--- src/rtl/jvm_useq_pkg.sv ---
// jvm_useq_pkg: shared types and constants for the JVM micro-sequencer.
//   state_t       - sequencer FSM states
//   trap_cause_t  - encoding of the trap_cause output
//   END_ADR       - next-address value that terminates a bytecode chain
//   ILLEGAL_ADR   - next-address value that marks an illegal chain (all ones)
//   UCODE_BASE    - first address of the shared microcode area
package jvm_useq_pkg;

    typedef enum logic [1:0] {
        S_IDLE  = 2'd0,
        S_ISSUE = 2'd1,
        S_TRAP  = 2'd2
    } state_t;

    typedef enum logic [1:0] {
        TC_NONE     = 2'd0,
        TC_ILLEGAL  = 2'd1,
        TC_BACKWARD = 2'd2,
        TC_WDOG     = 2'd3
    } trap_cause_t;

    localparam int unsigned END_ADR     = 0;
    localparam int unsigned ILLEGAL_ADR = '1;
    localparam int unsigned UCODE_BASE  = 256;

endpackage

--- src/rtl/jvm_useq_wdog.sv ---
// jvm_useq_wdog: per-bytecode micro-op step counter with limit compare.
//   clk, rst  - clock, async active-high reset
//   clr       - restart count (opcode accepted)
//   inc       - one more micro-op accepted and the chain continues
//   trip_c    - combinational: current step is the last one allowed
module jvm_useq_wdog #(
    parameter int unsigned MAX_STEPS = 16
) (
    input  logic clk,
    input  logic rst,
    input  logic clr,
    input  logic inc,
    output logic trip_c
);

    localparam int unsigned STEP_W = $clog2(MAX_STEPS + 1);

    logic [STEP_W-1:0] step;

    // step counter, restarted for every opcode
    always_ff @(posedge clk or posedge rst) begin
        if (rst) begin
            step <= '0;
        end else if (clr) begin
            step <= '0;
        end else if (inc) begin
            step <= step + STEP_W'(1);
        end
    end

    assign trip_c = (step == STEP_W'(MAX_STEPS - 1));

endmodule

--- src/rtl/jvm_useq_sequencer.sv ---
// jvm_useq_sequencer: walks the next-address ROM chain for one bytecode at a
// time and issues one micro-op address per step; illegal chains trap.
//   bc_valid/bc_ready/bc_opcode  - opcode handshake from fetch
//   rom_adr/rom_next             - combinational next-address ROM port
//   uop_valid/uop_ready/uop_adr  - micro-op handshake to decode
//   uop_first/uop_last           - entry step / chain-ending step markers
//   trap/trap_cause/trap_clr     - sticky error flag, cause, clear
//   bc_retired                   - wrapping count of completed bytecodes
// Build option: USEQ_WATCHDOG_EN adds the MAX_STEPS micro-op watchdog.
module jvm_useq_sequencer
    import jvm_useq_pkg::*;
#(
    parameter int unsigned ADR_W     = 9,
    parameter int unsigned MAX_STEPS = 16
) (
    input  logic             clk,
    input  logic             rst,
    input  logic             bc_valid,
    output logic             bc_ready,
    input  logic [7:0]       bc_opcode,
    output logic [ADR_W-1:0] rom_adr,
    input  logic [ADR_W-1:0] rom_next,
    output logic             uop_valid,
    input  logic             uop_ready,
    output logic [ADR_W-1:0] uop_adr,
    output logic             uop_first,
    output logic             uop_last,
    output logic             trap,
    output logic [1:0]       trap_cause,
    input  logic             trap_clr,
    output logic [15:0]      bc_retired
);

    state_t            state, state_nxt;
    trap_cause_t       cause, cause_nxt;
    logic [ADR_W-1:0]  upc, upc_nxt;
    logic [15:0]       retired, retired_nxt;
    logic              wdog_trip_c;

`ifdef USEQ_WATCHDOG_EN
    logic step_clr, step_inc;

    jvm_useq_wdog #(
        .MAX_STEPS (MAX_STEPS)
    ) u_wdog (
        .clk    (clk),
        .rst    (rst),
        .clr    (step_clr),
        .inc    (step_inc),
        .trip_c (wdog_trip_c)
    );
`else
    // no watchdog: chains are unbounded; MAX_STEPS has no effect here
    assign wdog_trip_c = 1'b0 & (MAX_STEPS != 0);
`endif

    // state register
    always_ff @(posedge clk or posedge rst) begin
        if (rst) begin
            state   <= S_IDLE;
            cause   <= TC_NONE;
            upc     <= '0;
            retired <= '0;
        end else begin
            state   <= state_nxt;
            cause   <= cause_nxt;
            upc     <= upc_nxt;
            retired <= retired_nxt;
        end
    end

    // next state; the handshake checks are in priority order
    always_comb begin
        state_nxt   = state;
        cause_nxt   = cause;
        upc_nxt     = upc;
        retired_nxt = retired;
`ifdef USEQ_WATCHDOG_EN
        step_clr    = 1'b0;
        step_inc    = 1'b0;
`endif
        unique case (state)
            S_IDLE: begin
                if (bc_valid) begin
                    upc_nxt   = ADR_W'(bc_opcode);
                    state_nxt = S_ISSUE;
`ifdef USEQ_WATCHDOG_EN
                    step_clr  = 1'b1;
`endif
                end
            end
            S_ISSUE: begin
                if (uop_ready) begin
                    if (rom_next == ADR_W'(END_ADR)) begin
                        retired_nxt = retired + 16'd1;
                        state_nxt   = S_IDLE;
                    end else if (rom_next == ADR_W'(ILLEGAL_ADR)) begin
                        cause_nxt = TC_ILLEGAL;
                        state_nxt = S_TRAP;
                    end else if (rom_next < ADR_W'(UCODE_BASE)) begin
                        cause_nxt = TC_BACKWARD;
                        state_nxt = S_TRAP;
                    end else if (wdog_trip_c) begin
                        cause_nxt = TC_WDOG;
                        state_nxt = S_TRAP;
                    end else begin
                        upc_nxt  = rom_next;
`ifdef USEQ_WATCHDOG_EN
                        step_inc = 1'b1;
`endif
                    end
                end
            end
            S_TRAP: begin
                if (trap_clr) begin
                    state_nxt = S_IDLE;
                    cause_nxt = TC_NONE;
                    upc_nxt   = '0;
                end
            end
            default: state_nxt = S_IDLE;
        endcase
    end

    // outputs decode directly from state/uPC flops; uop_last follows the ROM
    assign bc_ready   = (state == S_IDLE);
    assign uop_valid  = (state == S_ISSUE);
    assign trap       = (state == S_TRAP);
    assign trap_cause = cause;
    assign rom_adr    = upc;
    assign uop_adr    = upc;
    assign uop_first  = uop_valid && (upc < ADR_W'(UCODE_BASE));
    assign uop_last   = uop_valid && (rom_next == ADR_W'(END_ADR));
    assign bc_retired = retired;

endmodule

--- config.mk ---
export PLATFORM = sky130hd
export DESIGN_NAME = jvm_useq_sequencer
export DESIGN_NICKNAME = d
export VERILOG_FILES = /design/src/rtl/jvm_useq_pkg.sv /design/src/rtl/jvm_useq_wdog.sv /design/src/rtl/jvm_useq_sequencer.sv
export SDC_FILE = /design/constraint.sdc
export NUM_CORES = 1
export LEC_CHECK = 0
export CAP_MARGIN = 20
export CORE_MARGIN = 1.5
export CORE_UTILIZATION = 45
export DETAILED_ROUTE_END_ITERATION = 10
export GPL_TIMING_DRIVEN = 0
export PLACE_DENSITY = 0.84
export SLEW_MARGIN = 0
export SYNTH_ARGS = -nofsm -noshare
export SYNTH_HDL_FRONTEND = slang
export SYNTH_SLANG_ARGS = --single-unit
export TNS_END_PERCENT = 10
--- constraint.sdc ---
create_clock -name clk -period 2.5 [get_ports clk]
set_input_delay 0.75 -clock clk [delete_from_list [all_inputs] [get_ports clk]]
set_output_delay 0.75 -clock clk [all_outputs]
set_load 0.01 [all_outputs]
==> results_dict.tcl <==
set metrics [dict create \
    cts_max_level 2 \
    finalSetupTns_ps 0 \
    clock.fmax_mhz 407 \
    slowest_stage "clkdlybuf4s50_1" \
    crit_path_start_kind "input port" \
    drt.antenna.violating_nets 0 \
    power.share.clock 0.185 \
    crit_fanout 8 \
    fillers 287 \
    wl_mm 4.26 \
    timing.final.max_slew_violations 0 \
    whs_ps 470 \
    p_switching_mw 0.807 \
    final_nets 273 \
    path_class "in2reg" \
    ys_seq_area_frac 0.414 \
    synthArstFlopShare 1.00 \
    drcViolationCount 0 \
    outcome "finished, final reports clean" \
    clk_latency_ps 280 \
    hold_buffers 0 \
    tightestPinTransition_ps 575 \
    grt_max_degree 19 \
    path_cells "clkdlybuf4s50_1, or2b_2, nand3_2, a211oi_4, mux2_2" \
    cts_sinks 29 \
    worstPathArrival_ps 2620 \
    maxCapViolCount 0 \
    antenna_found_initial 0 \
    worstPathRequired_ps 2660 \
    core_area_mm2 0.00369 \
    period_share 0.983 \
    power_density_mw_per_mm2 887 \
    yosys.area.top_type "dfrtp_1" \
    cts_buffer_depth 2 \
    synth-main-ff-cell "dfrtp_1" \
    syn-num-nets 197 \
    crit_start "uop_ready" \
    synth_cell_type_count 37 \
    drive_gt1_frac 0.219 \
    leakagePower_nw 1.23 \
    area_growth_pct 49.8 \
    multi_input_area_um2 891 \
    final_util 0.712 \
    synth_most_common_cell "dfrtp_1" \
    setup_slack_ps 42.9 \
    max-slew-margin-rel 0.616 \
    wl_per_cell_um 14.5 \
    cp_slowest_stage_delay_ps 610 \
    yosysTopAreaCellShare 0.414 \
    peakVddDrop_uv 700 \
    ios 63 \
    min_from "bc_retired[15]" \
    swShare 0.347 \
    overflow 0 \
    grt_pass1_vias 1505 \
    yosys_warnings 0 \
    seqCellArea_um2 726 \
    dr.first_iter.drc_count 52 \
    rsz0062_at_grt "no" \
    whs_path_depth 1 \
    die_h_um 65.4 \
    end_kind "flip-flop" \
    dp_slack_ps -649 \
    port_buffers 62 \
    syn_area_mm2 0.00175 \
    placed_cells 281 \
    hold_end "bc_retired[15]" \
    yosys-top-cells-area "dfrtp_1, mux2_2, xor2_1, nor4_4, buf_4" \
    design.die.area_mm2 0.00428 \
    die_x_um 65.4 \
    comb_power_share 0.535 \
    ys_ff_latch 29 \
    hold_path.class "reg2reg" \
    finalPower_mw 2.33 \
    reg2reg_setup_slack_ps 380 \
    cts-root-buf "clkbuf_8" \
    skew_ps 5.80 \
    syn_avg_cell_area_um2 10.3 \
    grt_pass1_wl_mm 6.79 \
    vias_per_cell 5.27 \
    timing.rr.start "state[0]" \
    antennaDiodeCount 0 \
    clkTransAtPathRegs_ps 60 \
    layout.cell_area.non_filler_mm2 0.00263 \
    rr_worst_depth 7 \
    hold_viol_final 0 \
    final_cells 295 \
    seqPwrFrac 0.280 \
    synthTopCellsByCount "dfrtp_1, inv_1, nand3_1, xor2_1, o21ai_0" \
    routabilityCongestion 0.836 \
    synth_edf_count 0 \
    fp-row-count 22 \
    grt_usage 0.206 \
    placed_area_mm2 0.00246 \
    finalSetupViolations 0 \
    p_int_mw 1.52 \
    place_hpwl_mm 3.11 \
    synth_cells 170 \
    num_vias 1554 \
    cts_buffers 5 \
    r2r_end "rom_adr[1]" \
    dr.pass1.iters 4 \
    fin_crit_ps 2460 \
    cts_tree "done" \
    start_util 0.475 \
]
-- worst max path at each step --
stage | endpoint
floorplan | uop_last
global placement | uop_last
detailed placement | uop_last
CTS | trap
global route | rom_adr[3]
finish | rom_adr[1]
-- worst max-delay path, delay by kind of cell --
family                 cells  cell delay, ps
muxes                      1             400
AOI/OAI and AO/OA          1             530
buffers and inverters      1             610
and+or+nand+nor            2             320
-- per-layer routing --
layer / global-route usage / up-vias / wire (um)
met1: 0.262 / 747 / 1850
met5: 0 / - / 0
met2: 0.332 / 58 / 2080
li1: - / 736 / -
met4: 0.0755 / 0 / 82
met3: 0.0599 / 13 / 258
-- area by class of cell --
class | count | share of cell area
Inverter | 18 | 0.0257
Tap cell | 48 | 0.0229
Sequential cell | 29 | 0.276
Clock buffer | 7 | 0.0367
Clock inverter | 1 | 0.00191
Multi-Input combinational cell | 110 | 0.339
Buffer | 13 | 0.0372
Timing Repair Buffer | 69 | 0.260
-- power by group through the flow --
stage / clock [mW] / sequential (mW) / combinational (mW)
floorplan: 0 / 0.685 / 0.647
global placement: 0 / 0.656 / 1.17
detailed placement: 0 / 0.660 / 1.20
CTS: 0.441 / 0.651 / 1.25
global route: 0.461 / 0.664 / 1.33
finish: 0.432 / 0.651 / 1.24
-- logic make-up after synthesis --
logic type,Yosys count,share of synthesized area
AO/OA/AOI/OAI,19,0.0785
XOR/XNOR,15,0.0749
adder cells (fa/ha/maj),5,0.0357
buffers and inverters,31,0.0906
flip-flops,29,0.414
multiplexers,10,0.0642
AND/OR/NAND/NOR,61,0.242
-- sequential cells by signal (all words and copies together), names as in the netlist --
| signal | flops |
|---|---|
| bc_retired | 16 |
| trap_cause | 2 |
| state | 2 |
| rom_adr | 9 |
-- timing repair --
item / in CTS / in global routing
buffers inserted: 6 / 0
endpoints found under the setup margin: 2 / 2
gates resized for setup: 20 / 4
pin swaps: 4 / 3
-- layout by cell type, fill, tap and decap left out, types with 2 or more instances in the layout --
master / n
nand2_1: 7
nand3_2: 3
nand4_1: 8
clkbuf_1: 2
nor4_4: 4
buf_6: 2
xnor2_1: 4
nand3_1: 13
inv_1: 17
xor2_1: 11
a32oi_1: 2
nand2b_1: 2
ha_1: 3
buf_4: 15
clkbuf_8: 7
o21ai_0: 10
clkdlybuf4s15_1: 2
clkdlybuf4s50_1: 51
dfrtp_1: 29
mux2_2: 9
nor3_1: 6
dlygate4sd2_1: 7
nor4_1: 2
nor2_1: 6
Power figures use the tool's default switching activity.
==> edit (same flow settings) <==
Make the reset (`rst`) synchronous in one clocked block. Comments in the files are not updated.
--- a/src/rtl/jvm_useq_sequencer.sv
+++ b/src/rtl/jvm_useq_sequencer.sv
@@ -55,7 +55,7 @@
 `endif
 
     // state register
-    always_ff @(posedge clk or posedge rst) begin
+    always_ff @(posedge clk) begin
         if (rst) begin
             state   <= S_IDLE;
             cause   <= TC_NONE;
Formal check against the unedited RTL: differs if rst is asserted again (counterexample within 4 cycles, from zero or initial values and one cycle with rst high); with rst held inactive, the same outputs for 10 cycles.
==> edit against the unedited design <==
Design area decreased by 1.8%. Critical path depth unchanged. Area after synthesis decreased by 1.1%. Wire length increased by 9.9%. Count of clock-buffer cells in the layout unchanged. Sequential cell count unchanged. Clock power increased by 17%. Die area decreased by 1.0%. Worst setup slack improved by 27 ps. Total power decreased by 8.9%.
==> edit: results <==
set metrics [dict create \
    stdcell_count 326 \
    syn_inst 203 \
    gp_congestion 0.822 \
    port_buffers 61 \
    p_sw_uw 689 \
    met2_usage_pct 38.5 \
    arrival_ps 1680 \
    tightest_slew_ps 570 \
    post-place-cells 312 \
    hold_depth 2 \
    grt_pass1_vias 1674 \
    grt_max_degree 11 \
    nets 304 \
    grt_pass1_wl_um 7570 \
    use_met1_pct 28.7 \
    cp_top_family "simple AND/OR/NAND/NOR gates" \
    drtIter0Drc 104 \
    status "finished clean" \
    synthTopCellsByCount "dfxtp_1, a21oi_1, nand2b_1, nand3_1" \
    track_usage_pct 22.9 \
    syn_nets 230 \
    synthArstFlopShare_pct 0 \
    multi_input_area_um2 1040 \
    fin_skew_ps 1.35 \
    finalWirelength_um 4690 \
]
## edit: changes by cell type after synthesis, sizes merged, moves of 5 or more
cell,before,now
nand2b,2,14
a21oi,0,21
nor4,7,2
o21ai,11,4
clkbuf,2,8
nor2b,0,12
dfrtp,29,0
xor2,11,1
inv,18,6
o31ai,0,8
or4,0,8
dfxtp,0,29
## edit: cells by family after synthesis
logic type	Yosys count	share of synthesized area, %
xor gates and xnor gates	1	0.505
adders and majority gates	5	3.61
muxes	16	10.1
and+or+nand+nor	87	30.8
buffers and inverters	26	7.65
DFF	29	33.5
AOI/OAI and AO/OA	39	13.9
## edit: area by class of cell
cell class / instances / area share [%]
tap: 48 / 2.33
timing repair buffer: 67 / 25.0
sequential: 29 / 22.5
clock buffer: 7 / 3.35
multi-input combinational: 148 / 40.5
inverter: 6 / 0.873
clock inverter: 1 / 1.16
buffer: 20 / 4.27
## edit: layer usage
layer / up-vias / wire [um]
met2: 59 / 2350
li1: 876 / -
met5: - / 0
met4: 0 / 89
met1: 869 / 2020
met3: 9 / 226
## edit: path summary, 6_finish.rpt
check,to,startpoint
worst max-delay path,uop_last,rom_next[5]
worst min-delay path,trap_cause[0],trap_cause[0]
worst max register to register,bc_retired[15],state[1]
worst min register to register,trap_cause[0],trap_cause[0]
## edit: power groups by stage
stage | registers, mW | clock network (mW) | logic [mW]
after floorplan | 0.616 | 0 | 0.564
after global placement | 0.595 | 0 | 0.988
after detailed placement | 0.598 | 0 | 0.997
after CTS | 0.588 | 0.511 | 1.01
after global routing | 0.605 | 0.537 | 1.10
final | 0.592 | 0.506 | 1.02
## edit: timing repair
action / 4_1_cts / 5_1_grt
endpoints found under the setup margin: 5 / 3
buffers inserted: 5 / 1
pin swaps: 4 / 3
gates resized for setup: 18 / 4
hold buffers: 0 / 0
